$ cat src/rtl/descrambler_frame_aligner.sv
// Frame aligner that sits in front of a 64b/66b-style descrambler.
// It hunts for the bit offset at which a 2-bit sync header is valid, confirms
// that offset over LOCK_COUNT consecutive frames, and then forwards the 30-bit
// payloads. While locked it watches header errors in windows of WINDOW_LEN
// words and drops lock if UNLOCK_BAD errors land in one window.
//
// Ports
//   clock            sole clock, all state updates on the rising edge
//   reset            synchronous, active-low
//   wordIn[31:0]     deserializer word, bit 0 earliest in time
//   wordValid        qualifies wordIn
//   frameOut[29:0]   payload of the aligned frame (descrambler frameIn)
//   frameValid       qualifies frameOut
//   deScrambleEnable high for data frames (header 2'b10)
//   headerOut[1:0]   header of the aligned frame
//   headerError      invalid header on a forwarded frame
//   locked           aligner is in LOCKED
//   slipOffset[4:0]  current bit offset 0..31
module descrambler_frame_aligner #(
  parameter int unsigned LOCK_COUNT = 32,
  parameter int unsigned UNLOCK_BAD = 8,
  parameter int unsigned WINDOW_LEN = 64
) (
  input  logic        clock,
  input  logic        reset,
  input  logic [31:0] wordIn,
  input  logic        wordValid,
  output logic [29:0] frameOut,
  output logic        frameValid,
  output logic        deScrambleEnable,
  output logic [1:0]  headerOut,
  output logic        headerError,
  output logic        locked,
  output logic [4:0]  slipOffset
);

  localparam int unsigned GOOD_W = $clog2(LOCK_COUNT + 1);
  localparam int unsigned BAD_W  = $clog2(UNLOCK_BAD + 1);
  localparam int unsigned WIN_W  = $clog2(WINDOW_LEN + 1);

  typedef enum logic [1:0] {
    HUNT   = 2'd0,
    VERIFY = 2'd1,
    LOCKED = 2'd2
  } state_t;

  state_t             state;
  logic [31:0]        prev_word;
  logic [GOOD_W-1:0]  good_count;
  logic [BAD_W-1:0]   bad_count;
  logic [WIN_W-1:0]   win_count;

  logic [63:0]        window_c;
  logic [31:0]        extracted_c;
  logic [1:0]         header_c;
  logic [29:0]        payload_c;
  logic               header_ok_c;
  logic [GOOD_W-1:0]  good_inc_c;
  logic               good_done_c;
  logic [BAD_W-1:0]   bad_inc_c;
  logic               bad_done_c;
  logic [WIN_W-1:0]   win_inc_c;
  logic               win_done_c;

  // Frame extraction: window bits [63-slip : 32-slip], header in the two earliest bits.
  always_comb begin
    window_c    = {wordIn, prev_word};
    extracted_c = 32'(window_c >> (6'd32 - {1'b0, slipOffset}));
    header_c    = extracted_c[1:0];
    payload_c   = extracted_c[31:2];
    header_ok_c = (header_c == 2'b10) || (header_c == 2'b01);
  end

  // Counter increments and their thresholds.
  always_comb begin
    good_inc_c  = good_count + GOOD_W'(1);
    good_done_c = (good_inc_c == GOOD_W'(LOCK_COUNT));
    bad_inc_c   = bad_count + BAD_W'(1);
    bad_done_c  = !header_ok_c && (bad_inc_c == BAD_W'(UNLOCK_BAD));
    win_inc_c   = win_count + WIN_W'(1);
    win_done_c  = (win_inc_c == WIN_W'(WINDOW_LEN));
  end

  // Alignment FSM, counters and registered outputs.
  always_ff @(posedge clock) begin
    if (!reset) begin
      state            <= HUNT;
      prev_word        <= '0;
      good_count       <= '0;
      bad_count        <= '0;
      win_count        <= '0;
      slipOffset       <= '0;
      frameOut         <= '0;
      headerOut        <= '0;
      frameValid       <= 1'b0;
      deScrambleEnable <= 1'b0;
      headerError      <= 1'b0;
      locked           <= 1'b0;
    end else begin
      // Per-frame strobes default low; frameOut/headerOut hold.
      frameValid       <= 1'b0;
      deScrambleEnable <= 1'b0;
      headerError      <= 1'b0;

      if (wordValid) begin
        prev_word <= wordIn;
        case (state)
          HUNT: begin
            if (header_ok_c) begin
              good_count <= GOOD_W'(1);
              state      <= VERIFY;
            end else begin
              slipOffset <= slipOffset + 5'd1;
            end
          end

          VERIFY: begin
            if (header_ok_c) begin
              good_count <= good_inc_c;
              if (good_done_c) begin
                state     <= LOCKED;
                locked    <= 1'b1;
                win_count <= '0;
                bad_count <= '0;
              end
            end else begin
              good_count <= '0;
              slipOffset <= slipOffset + 5'd1;
              state      <= HUNT;
            end
          end

          LOCKED: begin
            // Every word seen while already locked is forwarded, bad header or not.
            frameValid       <= 1'b1;
            frameOut         <= payload_c;
            headerOut        <= header_c;
            deScrambleEnable <= (header_c == 2'b10);
            headerError      <= !header_ok_c;

            // Threshold check first so a bad last word still closes its own window.
            if (bad_done_c) begin
              state      <= HUNT;
              locked     <= 1'b0;
              slipOffset <= slipOffset + 5'd1;
              good_count <= '0;
              win_count  <= '0;
              bad_count  <= '0;
            end else if (win_done_c) begin
              win_count <= '0;
              bad_count <= '0;
            end else begin
              win_count <= win_inc_c;
              if (!header_ok_c) begin
                bad_count <= bad_inc_c;
              end
            end
          end

          default: begin
            state  <= HUNT;
            locked <= 1'b0;
          end
        endcase
      end
    end
  end

endmodule

$ cat config.mk
export PLATFORM = sky130hd
export DESIGN_NAME = descrambler_frame_aligner
export DESIGN_NICKNAME = d
export VERILOG_FILES = /design/src/rtl/descrambler_frame_aligner.sv
export SDC_FILE = /design/constraint.sdc
export NUM_CORES = 1
export LEC_CHECK = 0
export ABC_AREA = 1
export CAP_MARGIN = 0
export CORE_ASPECT_RATIO = 1.1
export CORE_UTILIZATION = 29
export CTS_BUF_LIST = sky130_fd_sc_hd__clkbuf_4 sky130_fd_sc_hd__clkbuf_8 sky130_fd_sc_hd__clkbuf_16
export CTS_CLUSTER_SIZE = 24
export DETAILED_ROUTE_END_ITERATION = 8
export GPL_TIMING_DRIVEN = 0
export PLACE_DENSITY_LB_ADDON = 0.1
export SYNTH_ARGS = -nofsm -noshare
export SYNTH_HDL_FRONTEND = slang
export SYNTH_SLANG_ARGS = --single-unit
$ cat constraint.sdc
create_clock -name clock -period 4 [get_ports clock]
set_input_delay 0.8 -clock clock [delete_from_list [all_inputs] [get_ports clock]]
set_output_delay 0.8 -clock clock [all_outputs]
set_load 0.05 [all_outputs]
* Word-level counts from Yosys, hierarchy flattened *
Cells that the tools add are included.

storage, ports and cells
  bits in registers = 92
  input bits = 35
  output and inout port bits = 41
  logic and storage cells = 78

cells by class
  add/subtract/negate cells = 5
  equality and inequality tests = 14
  shift operators = 1
  muxes and demuxes = 28
  bitwise operators = 1
  reductions and logical operators = 17

operator list
  kind                                                               number
  64-bit by 6-bit right shift with 32-bit output                     1
  7-bit 2-to-1 mux                                                   4
  4-bit 2-to-1 mux                                                   5
  6-bit 2-to-1 mux                                                   3
  6-bit one-hot mux with 3 select lines                              1
  4-bit AND reduction                                                4
  7-bit one-hot mux with 2 select lines                              1
  5-bit 2-to-1 mux                                                   2
  2-bit != test, second input constant                               5
  5-bit one-hot mux with 2 select lines                              1
  5-bit AND reduction                                                2
  2-bit 2-to-1 mux                                                   4
  4-bit one-hot mux with 2 select lines                              1
  7-bit by 1-bit adder with 7-bit output, second input constant      1
  7-bit == test, second input constant                               1
  6-bit by 1-bit adder with 6-bit output, second input constant      1
  6-bit == test, second input constant                               1
  2-bit one-hot mux with 3 select lines                              1
  6-bit by 5-bit subtractor with 6-bit output, first input constant  1
  5-bit by 1-bit adder with 5-bit output, second input constant      1
  4-bit by 1-bit adder with 4-bit output, second input constant      1
  2-bit by 1-bit == test with 1-bit output, second input constant    2
  2-bit == test, second input constant                               2
  4-bit == test, second input constant                               1
  other kinds (14)                                                   19

* Logic depth before layout (Yosys ltp) *
Gate-level depths: netlist (run 1).

  word-level depth = 8
  depth in mapped cells = 26

* Least setup slack after synthesis (run 1) *
No wires, ideal clock.

  path type = reg2reg
  start point = reg slipOffset[0]
  end point = reg good_count[0]
  library setup time = 0.119 ns
  data arrival time = 3.623 ns
  data required time = 3.881 ns
  path slack = 0.258 ns
  cell stages (with the launch flop) = 23
  period minus slack after synthesis = 3.742 ns
  cells stage by stage = dfxtp_1 inv_2 clkbuf_1 ha_1 inv_2 clkbuf_1 o211ai_1 nand3_1 nand3_1 nand3_1 nand2_1 inv_1 nand2_1 ha_1 inv_1 nor2_1 nand2_1 nand2_1 nand2_1 inv_1 nand2_2 o21ai_0 a21oi_1

on the way
  cells in the longest elaborated chain, start to end = 8
  elaborated cells between the ends (all ways) = 12
  classes of those cells = add/sub: 1; eq/ne: 4; shift: 1; mux: 2; reduce/logical: 4

RTL lines
  element                                                                    line  text
  start, declared                                                            34    output logic [4:0] slipOffset
  start signal, assigned                                                     113   slipOffset <= slipOffset + 5'd1;
  start signal, assigned                                                     128   slipOffset <= slipOffset + 5'd1;
  start signal, assigned                                                     145   slipOffset <= slipOffset + 5'd1;
  6-bit by 5-bit subtractor with 6-bit output (*)                            68    extracted_c = 32'(window_c >> (6'd32 - {1'b0, slipOffset}));
  64-bit by 6-bit right shift with 32-bit output (*)                         68
  via extracted_c[1]                                                         54    logic [31:0] extracted_c;
  2-bit == test or 2-bit by 1-bit == test with 1-bit output (tied branches)  71    header_ok_c = (header_c == 2'b10) || (header_c == 2'b01);
  1-bit logical OR (*)                                                       71
  1-bit zero test                                                            --
  1-bit logical AND                                                          79    bad_done_c = !header_ok_c && (bad_inc_c == BAD_W'(UNLOCK_BAD));
  2-bit != test (no source line)                                             --
  4-bit AND reduction (no source line)                                       --
  end signal, assigned                                                       119   good_count <= good_inc_c;
  end, declared                                                              49    logic [GOOD_W-1:0] good_count;

Mark *: on every way through the listed nets, which the timed path passes. The rest lies on a longest branch.
A chain may end at the register's enable or synchronous reset.

* Final worst setup path (run 1) *
  start point = reg slipOffset[0]
  end point = reg slipOffset[3]

on the way
  cells in the longest elaborated chain, start to end = 8
  elaborated cells between the ends (all ways) = 14
  classes of those cells = add/sub: 2; eq/ne: 4; shift: 1; mux: 3; reduce/logical: 4

RTL lines
  element                                                                    line
  6-bit by 5-bit subtractor with 6-bit output                                68
  64-bit by 6-bit right shift with 32-bit output                             68
  2-bit == test or 2-bit by 1-bit == test with 1-bit output (tied branches)  71
  1-bit logical OR                                                           71
  1-bit zero test                                                            --
  1-bit logical AND                                                          79
  2-bit != test (no source line)                                             --
  4-bit AND reduction (no source line)                                       --

Parallel ways exist; a longest one is shown, timed or not. The select of a mux whose other input is x is not followed.

==> results of run 1 <==
cell families after synthesis:
family / synth area share, %
and+or+nand+nor: 47.6
AOI/OAI and AO/OA: 16.0
buffers and inverters: 9.18
DFF: 24.8
adders and majority gates: 1.69
xor gates and xnor gates: 0.692
metrics by stage:
| step | hold WS [ns] | area [um2] | total power [mW] | cells | utilization [%] |
|---|---|---|---|---|---|
| 2_1_floorplan | 0.441 | 7410 | 4.95 | 1281 | - |
| 3_3_place_gp | 0.464 | 8540 | 7.22 | 1669 | 33.9 |
| 3_5_place_dp | 0.464 | 8540 | 7.15 | 1669 | 33.9 |
| 4_1_cts | 0.474 | 8860 | 8.12 | 1683 | 35.2 |
| 5_1_grt | 0.517 | 8940 | 8.87 | 1683 | 35.5 |
| 6_report | 0.471 | 8940 | 8.37 | 1683 | 35.5 |
Yosys cell counts:
cell and count:
nand3_4 1, or2_2 1, nand3_1 369, o31ai_2 1, a21oi_1 71, nand2_4 1, nor2_1 95, buf_4 3
nand2_1 305, nand3_2 1, inv_2 10, nor3b_1 1, xor2_1 2, nand4_1 3, nor2_2 2, clkinv_1 1
dfxtp_1 92, buf_1 5, nor3_1 7, ha_1 10, o211ai_1 31, and3_1 1, buf_2 43, xnor2_1 2
o21ai_0 97, nand2_2 3, xor2_2 1, and2_0 2, o21ai_1 14, o31ai_1 2, o21bai_1 2, inv_1 63
buf_6 1, nor2_4 2, clkbuf_1 36
worst paths after layout:
check	startpoint	to	slack, ns	cells past startpoint
setup / recovery	slipOffset[0]	slipOffset[3]	0.33	24
hold / removal	good_count[5]	good_count[5]	0.47	2
setup reg to reg	slipOffset[0]	slipOffset[3]	0.33	24
hold reg to reg	good_count[5]	good_count[5]	0.47	2
worst reg2reg max path: stages (launching register included):
cell and delay [ns]:
dfxtp_4 0.38, inv_6 0.16, ha_2 0.20, nand2_1 0.08
nand2_1 0.14, buf_4 0.22, buf_4 0.23, nand3_1 0.20
nand3_1 0.15, nand2_1 0.09, nand2_1 0.07, nand3_1 0.09
nand2_1 0.07, inv_1 0.04, ha_1 0.35, inv_1 0.13
nor2_1 0.15, nand2_1 0.08, nand2_2 0.11, nand2_2 0.11
nor2_4 0.15, inv_1 0.11, o21ai_0 0.17, nand2_1 0.06
nor2_1 0.09
per-layer routing:
layer | up-vias | share of wire [%] | routed length (um)
met5 | - | 0 | 0
met4 | 0 | 4.8 | 1870
met3 | 88 | 7.2 | 2790
met2 | 390 | 45 | 17400
met1 | 4314 | 43 | 16700
li1 | 4524 | - | -
layout make-up:
cell class	instances	area share, %
well taps	315	4.41
clock buffers	9	2.52
repair buffers	73	8.18
inverters	74	3.19
clock inverters	6	0.812
flip-flops and latches	92	20.7
plain buffers	87	5.03
multi-input cells	1027	55.2
report_power, final:
group,leakage [nW],switching (mW),internal (mW),total (mW)
combinational,3.00,4.61,1.70,6.31
sequential,0.753,0.100,1.05,1.15
clock,0.136,0.418,0.489,0.907
flip-flops by register name, indices dropped and copies added, names as in the netlist:
name and cells:
headerError 1, bad_count 4, win_count 7, good_count 6
frameValid 1, slipOffset 5, frameOut 30, deScrambleEnable 1
locked 1, prev_word 32, headerOut 2, state 2
==> results.toml, run 1 <==
[run_status]
outcome = "finished clean"

[grt]
antenna_found_initial = 0
grt_pass1_vias = 8785
met3_usage_pct = 7.12
grtUsageMet1_pct = 37.4
grt_max_degree = 18
grt_util_met2_pct = 49.0
grt_pass1_wl_um = 57000
busiest_layer = "met2"
gr-usage-all-layers_pct = 30.0
grt_overflow = 0

[detailed_routing]
final_antenna_net_count = 0
dr.pass1.iters = 5
drc = 0
vias_per_cell = 5.54
num_vias = 9316
routedWlPerCell_um = 23.0
drtIter0Drc = 995
wl_um = 38700

[sta]
fin_tns_setup_ns = 0
finalCritPeriodShare_pct = 91.9
worst_slew_pin_slew_ns = 0.703
setup_slack_ns = 0.325
timing.fmax_ghz = 0.272
min_period_ns = 3.67
fin_skew_ns = 0.0199
maxSlewHeadroom_pct = 53.1
finalHoldViolCount = 0
finalMaxSlewViolations = 0
rsz0062_at_grt = "no"
setup_viol = 0

[critical_path]
crit_fanout = 17
critical_path_class = "reg2reg"
worstPathRequired_ns = 4.30
cpMostUsedCell = "nand2_1"
worst-path-buf-inv = 6
crit_path_cell_trace = "inv_6 -> ha_2 -> nand2_1 -> nand2_1 -> buf_4 -> buf_4 -> nand3_1 -> nand3_1 -> nand2_1 -> nand2_1 -> nand3_1 -> nand2_1 -> inv_1 -> ha_1 -> inv_1 -> nor2_1 -> nand2_1 -> nand2_2 -> nand2_2 -> nor2_4 -> inv_1 -> o21ai_0 -> nand2_1 -> nor2_1"
cp_top_family = "simple AND/OR/NAND/NOR gates"
crit_slowest_cell = "dfxtp_4"
slowest_delay_ns = 0.38
start_kind = "register"
cp-end-kind = "register"
worstPathArrival_ns = 3.97

[clock_network]
clockRootBuffer = "clkbuf_16"
post-cts-setup-buffers = 0
numCtsBuffers = 9
numClockSinks = 92
tritoncts = "built"
holdBufCountCts = 0
htreeDepth = 3
clk_pin_slew_worst_paths_ns = 0.07
cts.repair.resized = 13
clockBufferDepth = 2
worstSkewPairLatency_ns = 0.36

[synthesis]
synthCells = 1281
yosys_warnings = 0
synth_top_cell_area_share_pct = 24.9
ys_seq_elements = 92
avgSynthCellArea_um2 = 5.79
post-synth-top-area-cell = "nand3_1"
ys_types = 35
synthesis.area_um2 = 7410
synth_nets = 1326
yosys-top-cells-area = "nand3_1 25%, dfxtp_1 25%, nand2_1 15%"
yosysSeqAreaShare_pct = 24.8

[layout]
diodes = 0
drive_gt1_share_pct = 7.68
area_growth_pct = 20.6
fill_cells = 2948
mostFrequentLayoutCells = "363 x nand3_1, 302 x nand2_1, 96 x o21ai_0, 95 x nor2_1, 90 x dfxtp_1"
multi_input_area_um2 = 4930
fin_nets = 1409
regArea_um2 = 1850
final_common_cell = "nand3_1"

[die]
coreArea_um2 = 25200
die_h_um = 170
die_w_um = 154
dieArea_um2 = 26200
placementRows = 61
start_util_pct = 29.4
io_pins = 76

[power_and_ir_drop]
static-leakage-power_nw = 3.88
ir_drop_mv = 0.291
p_per_area_nw_per_um2 = 936

[worst_hold_path]
hold_class = "reg2reg"

[placed_design]
place_hpwl_um = 31600
place_ws_ns = -0.789
globalplace.congestion = 1.01
port_buffers = 73

[job]
maxCapViolations = 0
No activity file was read; power rests on OpenSTA's default activity.
==> inputs of run 2 (changes only) <==
GPL_TIMING_DRIVEN = not set   (was 0)
PLACE_DENSITY_LB_ADDON = not set   (was 0.1)
==> results.toml, run 2 (synthesized netlist as in run 1, its figures left out) <==
[run_status]
outcome = "finished clean"

[grt]
grt_pass1_wl_um = 45500
grt_max_degree = 95
antenna_found_initial = 0
gr-usage-all-layers_pct = 22.7
grt_overflow = 0
grt_pass1_vias = 8103

[layout]
mostFrequentLayoutCells = "369 x nand3_1, 304 x nand2_1, 97 x o21ai_0, 95 x nor2_1, 91 x dfxtp_1"
reg.largest.list = "prev_word: 32 flops, frameOut: 30 flops, win_count: 7 flops"
largest_reg_flops = 32
area_growth_pct = 17.4
diodes = 0
final_cells = 1625
largest_register = "prev_word"
drive_gt1_share_pct = 5.27
fin_nets = 1350
final_common_cell = "nand3_1"
final_core_util_pct = 34.6
fin_area_um2 = 8700

[power_and_ir_drop]
totalPowerFinal_mw = 7.67
static-leakage-power_nw = 3.75
ir_drop_mv = 0.302
p_per_area_nw_per_um2 = 882

[placed_design]
place_ws_ns = 0.187
placedInstanceArea_um2 = 8400
port_buffers = 75
place_hpwl_um = 21900
placedCellCount = 1609
globalplace.congestion = 0.970

[critical_path]
worstPathRequired_ns = 4.26
crit_slowest_cell = "dfxtp_1"
cpMostUsedCell = "nand2_1"
cp_top_family = "simple AND/OR/NAND/NOR gates"
start_kind = "register"
slowest_delay_ns = 0.45
worst-path-buf-inv = 6
cp-end-kind = "register"
crit_fanout = 29
critical_path_class = "reg2reg"
crit_path_cell_trace = "inv_1 -> ha_2 -> inv_1 -> nand2_1 -> nand2_2 -> clkinv_2 -> nand3_1 -> nand3_1 -> nand3_1 -> nand2_1 -> inv_1 -> nand2_1 -> ha_1 -> inv_1 -> nor2_1 -> nand2_1 -> nand2_1 -> nand2_1 -> inv_1 -> nand2_2 -> o21ai_0 -> a21oi_1"
worstPathArrival_ns = 3.88

[clock_network]
htreeDepth = 3
clockBufferDepth = 2
clk_pin_slew_worst_paths_ns = 0.08
clockRootBuffer = "clkbuf_16"
numClockSinks = 92
worstSkewPairLatency_ns = 0.37
tritoncts = "built"
numCtsBuffers = 9

[die]
die_w_um = 154
die_h_um = 170
io_pins = 76
placementRows = 61
dieArea_um2 = 26200
start_util_pct = 29.4
coreArea_um2 = 25200

[detailed_routing]
vias_per_cell = 5.48
drtIter0Drc = 780
num_vias = 8905
wl_um = 29300
dr.pass1.iters = 6
final_antenna_net_count = 0
routedWlPerCell_um = 18.1
drc = 0

[sta]
min_period_ns = 3.62
maxSlewHeadroom_pct = 40.2
finalHoldViolCount = 0
fin_tns_setup_ns = 0
worst_slew_pin_slew_ns = 0.896
finalMaxSlewViolations = 0
timing.fmax_ghz = 0.276
fin_skew_ns = 0.0124
hold_ws_ns = 0.477
finalCritPeriodShare_pct = 90.4
rsz0062_at_grt = "no"
setup_viol = 0
setup_slack_ns = 0.383

[worst_hold_path]
hold_class = "reg2reg"

[job]
maxCapViolations = 0
-- run 2: changes by cell type in the layout (fill, tap and decap cells not counted), sizes merged --
cell | before | now
clkinvlp | 3 | 0
buf | 53 | 27
clkinv | 1 | 5
bufinv | 1 | 0
clkdlybuf4s50 | 73 | 74
inv | 75 | 76
clkbuf | 43 | 9
-- run 2: final timing paths --
| kind | startpoint | end | slack (ns) | cells after the start |
|---|---|---|---|---|
| setup reg to reg | slipOffset[1] | good_count[5] | 0.38 | 22 |
| setup / recovery | slipOffset[1] | good_count[5] | 0.38 | 22 |
| hold reg to reg | good_count[5] | good_count[5] | 0.48 | 2 |
| hold / removal | good_count[5] | good_count[5] | 0.48 | 2 |
-- run 2: area by class of cell --
cell class,instances,area [um2]
inverters,74,279
fillers,2855,16500
clock buffers,9,225
clock inverters,7,76.3
multi-input cells,1027,4890
well taps,315,394
repair buffers,101,991
flip-flops and latches,92,1840
-- run 2: worst min-delay path, delay by kind of cell, from the launching register on --
family / cells / cell delay, ns
flip-flops: 1 / 0.32
buffers and inverters: 1 / 0.06
AO/OA/AOI/OAI: 1 / 0.06
-- run 2: routing by layer --
| layer | part of all wire (%) | vias to the layer above | track usage [%] |
|---|---|---|---|
| li1 | - | 4411 | - |
| met1 | 46 | 4109 | 31.1 |
| met2 | 44 | 334 | 34.4 |
| met3 | 7.0 | 51 | 4.03 |
| met4 | 3.6 | 0 | 10.3 |
| met5 | 0 | - | 0 |
-- run 2: repair_timing --
item	CTS	global route
gates resized for setup	0	1
buffers inserted	0	0
hold buffers	0	0
endpoints found under the setup margin	0	3
-- run 2: where the power goes --
group	internal, mW	leakage (nW)	switching (mW)
Combinational	1.64	2.85	3.99
Clock	0.446	0.149	0.458
Sequential	1.04	0.753	0.0950
Total	3.13	3.75	4.54
==> inputs of run 3 (changes only) <==
CORE_UTILIZATION = 45   (was 29)
PLACE_DENSITY = 0.66   (was not set)
SKIP_LAST_GASP = 1   (was not set)
==> results.toml, run 3 (synthesized netlist as in run 1, its figures left out) <==
[critical_path]
worst_r2r_endpoint = "good_count[4]"
r2r_start = "slipOffset[1]"
cp-end-kind = "register"
start_kind = "register"
cp_top_family = "simple AND/OR/NAND/NOR gates"
reg2reg_setup_slack_ns = 0.38
crit_slowest_cell = "dfxtp_1"
crit_fanout = 24
worst-path-buf-inv = 6
crit_path_cell_trace = "inv_1 -> ha_2 -> inv_1 -> nand2_1 -> nand2_2 -> buf_4 -> nand3_1 -> nand3_1 -> nand2_1 -> nand2_1 -> nand3_1 -> nand2_1 -> inv_1 -> ha_1 -> inv_1 -> nor2_1 -> nand2_1 -> nand2_1 -> nand2_1 -> inv_1 -> nand2_2 -> o21ai_0 -> a21oi_1"
cpMostUsedCell = "nand2_1"
critical_path_depth = 23
worstPathArrival_ns = 3.88
slowest_delay_ns = 0.42
worstPathRequired_ns = 4.26
critical_path_class = "reg2reg"
r2r_cells = 23

[sta]
rsz0062_at_grt = "no"
fin_tns_setup_ns = 0
setup_viol = 0
finalMaxSlewViolations = 0
min_period_ns = 3.62
finalHoldViolCount = 0
fin_skew_ns = 0.0151
maxSlewHeadroom_pct = 50.7
timing.fmax_ghz = 0.276
finalCritPeriodShare_pct = 90.5
worst_slew_pin_slew_ns = 0.739
setup_slack_ns = 0.381

[power_and_ir_drop]
p_per_area_nw_per_um2 = 890
static-leakage-power_nw = 3.75
totalPowerFinal_mw = 7.62
ir_drop_mv = 0.313

[worst_hold_path]
min_delay_path_depth = 2
hold_class = "reg2reg"
hold-path-endpoint = "good_count[5]"
hold_start = "good_count[5]"

[clock_network]
holdBufCountCts = 0
clockBufferDepth = 2
numCtsBuffers = 9
numClockSinks = 92
worstSkewPairLatency_ns = 0.37
htreeDepth = 3
post-cts-setup-buffers = 0
tritoncts = "built"
clk_pin_slew_worst_paths_ns = 0.08
cts.repair.resized = 0
clockRootBuffer = "clkbuf_16"

[grt]
antenna_found_initial = 0
grt_overflow = 0
gr-usage-all-layers_pct = 33.3
grt_pass1_wl_um = 44000
grt_pass1_vias = 7985
busiest_layer = "met2"
grt_util_met2_pct = 53.8
grt_max_degree = 95
grtUsageMet1_pct = 41.9
met3_usage_pct = 5.04

[layout]
fin_nets = 1349
fill_cells = 1712
reg.largest.list = "prev_word: 32 flops, frameOut: 30 flops, win_count: 7 flops"
final_common_cell = "nand3_1"
final_cells = 1509
area_growth_pct = 15.5
largest_reg_flops = 32
mostFrequentLayoutCells = "369 x nand3_1, 304 x nand2_1, 97 x o21ai_0, 95 x nor2_1, 91 x dfxtp_1"
drive_gt1_share_pct = 5.19
diodes = 0
largest_register = "prev_word"
regArea_um2 = 1840
multi_input_area_um2 = 4890

[die]
dieArea_um2 = 17000
io_pins = 76
placementRows = 48
die_w_um = 124
start_util_pct = 46.6
coreArea_um2 = 15900
die_h_um = 137

[placed_design]
port_buffers = 75
globalplace.congestion = 1.02
place_hpwl_um = 21300
placedCellCount = 1493
place_ws_ns = 0.125

[detailed_routing]
dr.pass1.iters = 6
drtIter0Drc = 841
drc = 0
vias_per_cell = 5.92
wl_um = 27800
num_vias = 8939
routedWlPerCell_um = 18.4
final_antenna_net_count = 0

[job]
maxCapViolations = 0

[run_status]
outcome = "finished clean"
[run 3: cell count changes in the layout (fill, tap and decap cells not counted), sizes merged]
cell      previous run  this run
clkinvlp             0         1
clkinv               5         2
buf                 27        26
clkbuf               9        10
bufinv               0         1
[run 3: report_power, final]
group	total [mW]	internal (mW)	switching, mW
sequential	1.14	1.04	0.0945
clock	0.915	0.498	0.417
combinational	5.57	1.65	3.92
[run 3: worst max-delay path by stage]
| stage | startpoint | endpoint | slack (ns) |
|---|---|---|---|
| after floorplan | slipOffset[0] | good_count[0] | 0.26 |
| after global placement | wordIn[13] | good_count[5] | 0.22 |
| after detailed placement | wordIn[13] | good_count[4] | 0.12 |
| after CTS | slipOffset[1] | good_count[4] | 0.44 |
| after global routing | slipOffset[1] | state[0] | 0.03 |
| final | slipOffset[1] | good_count[4] | 0.38 |
[run 3: through the flow]
stage | instance area (um2) | hold WS, ns | utilization (%)
2_1_floorplan | 7410 | 0.441 | -
3_3_place_gp | 8260 | 0.457 | 51.9
3_5_place_dp | 8260 | 0.457 | 51.9
4_1_cts | 8560 | 0.468 | 53.8
5_1_grt | 8560 | 0.499 | 53.8
6_report | 8560 | 0.465 | 53.8
[run 3: metal layers]
layer  up-vias  share of wire (%)
li1       4395                  -
met1      4073                 41
met2       395                 45
met3        76                7.5
met4         0                5.7
met5         -                  0
[run 3: worst min-delay path: stages (launching register included)]
cell and delay [ns]:
dfxtp_1 0.31, inv_1 0.06, a21oi_1 0.05
[run 3: layout make-up]
class | count | share of cell area (%)
multi-input cells | 1027 | 57.2
inverters | 74 | 3.24
clock buffers | 10 | 2.72
repair buffers | 100 | 11.6
well taps | 200 | 2.92
clock inverters | 6 | 0.804
flip-flops and latches | 92 | 21.5
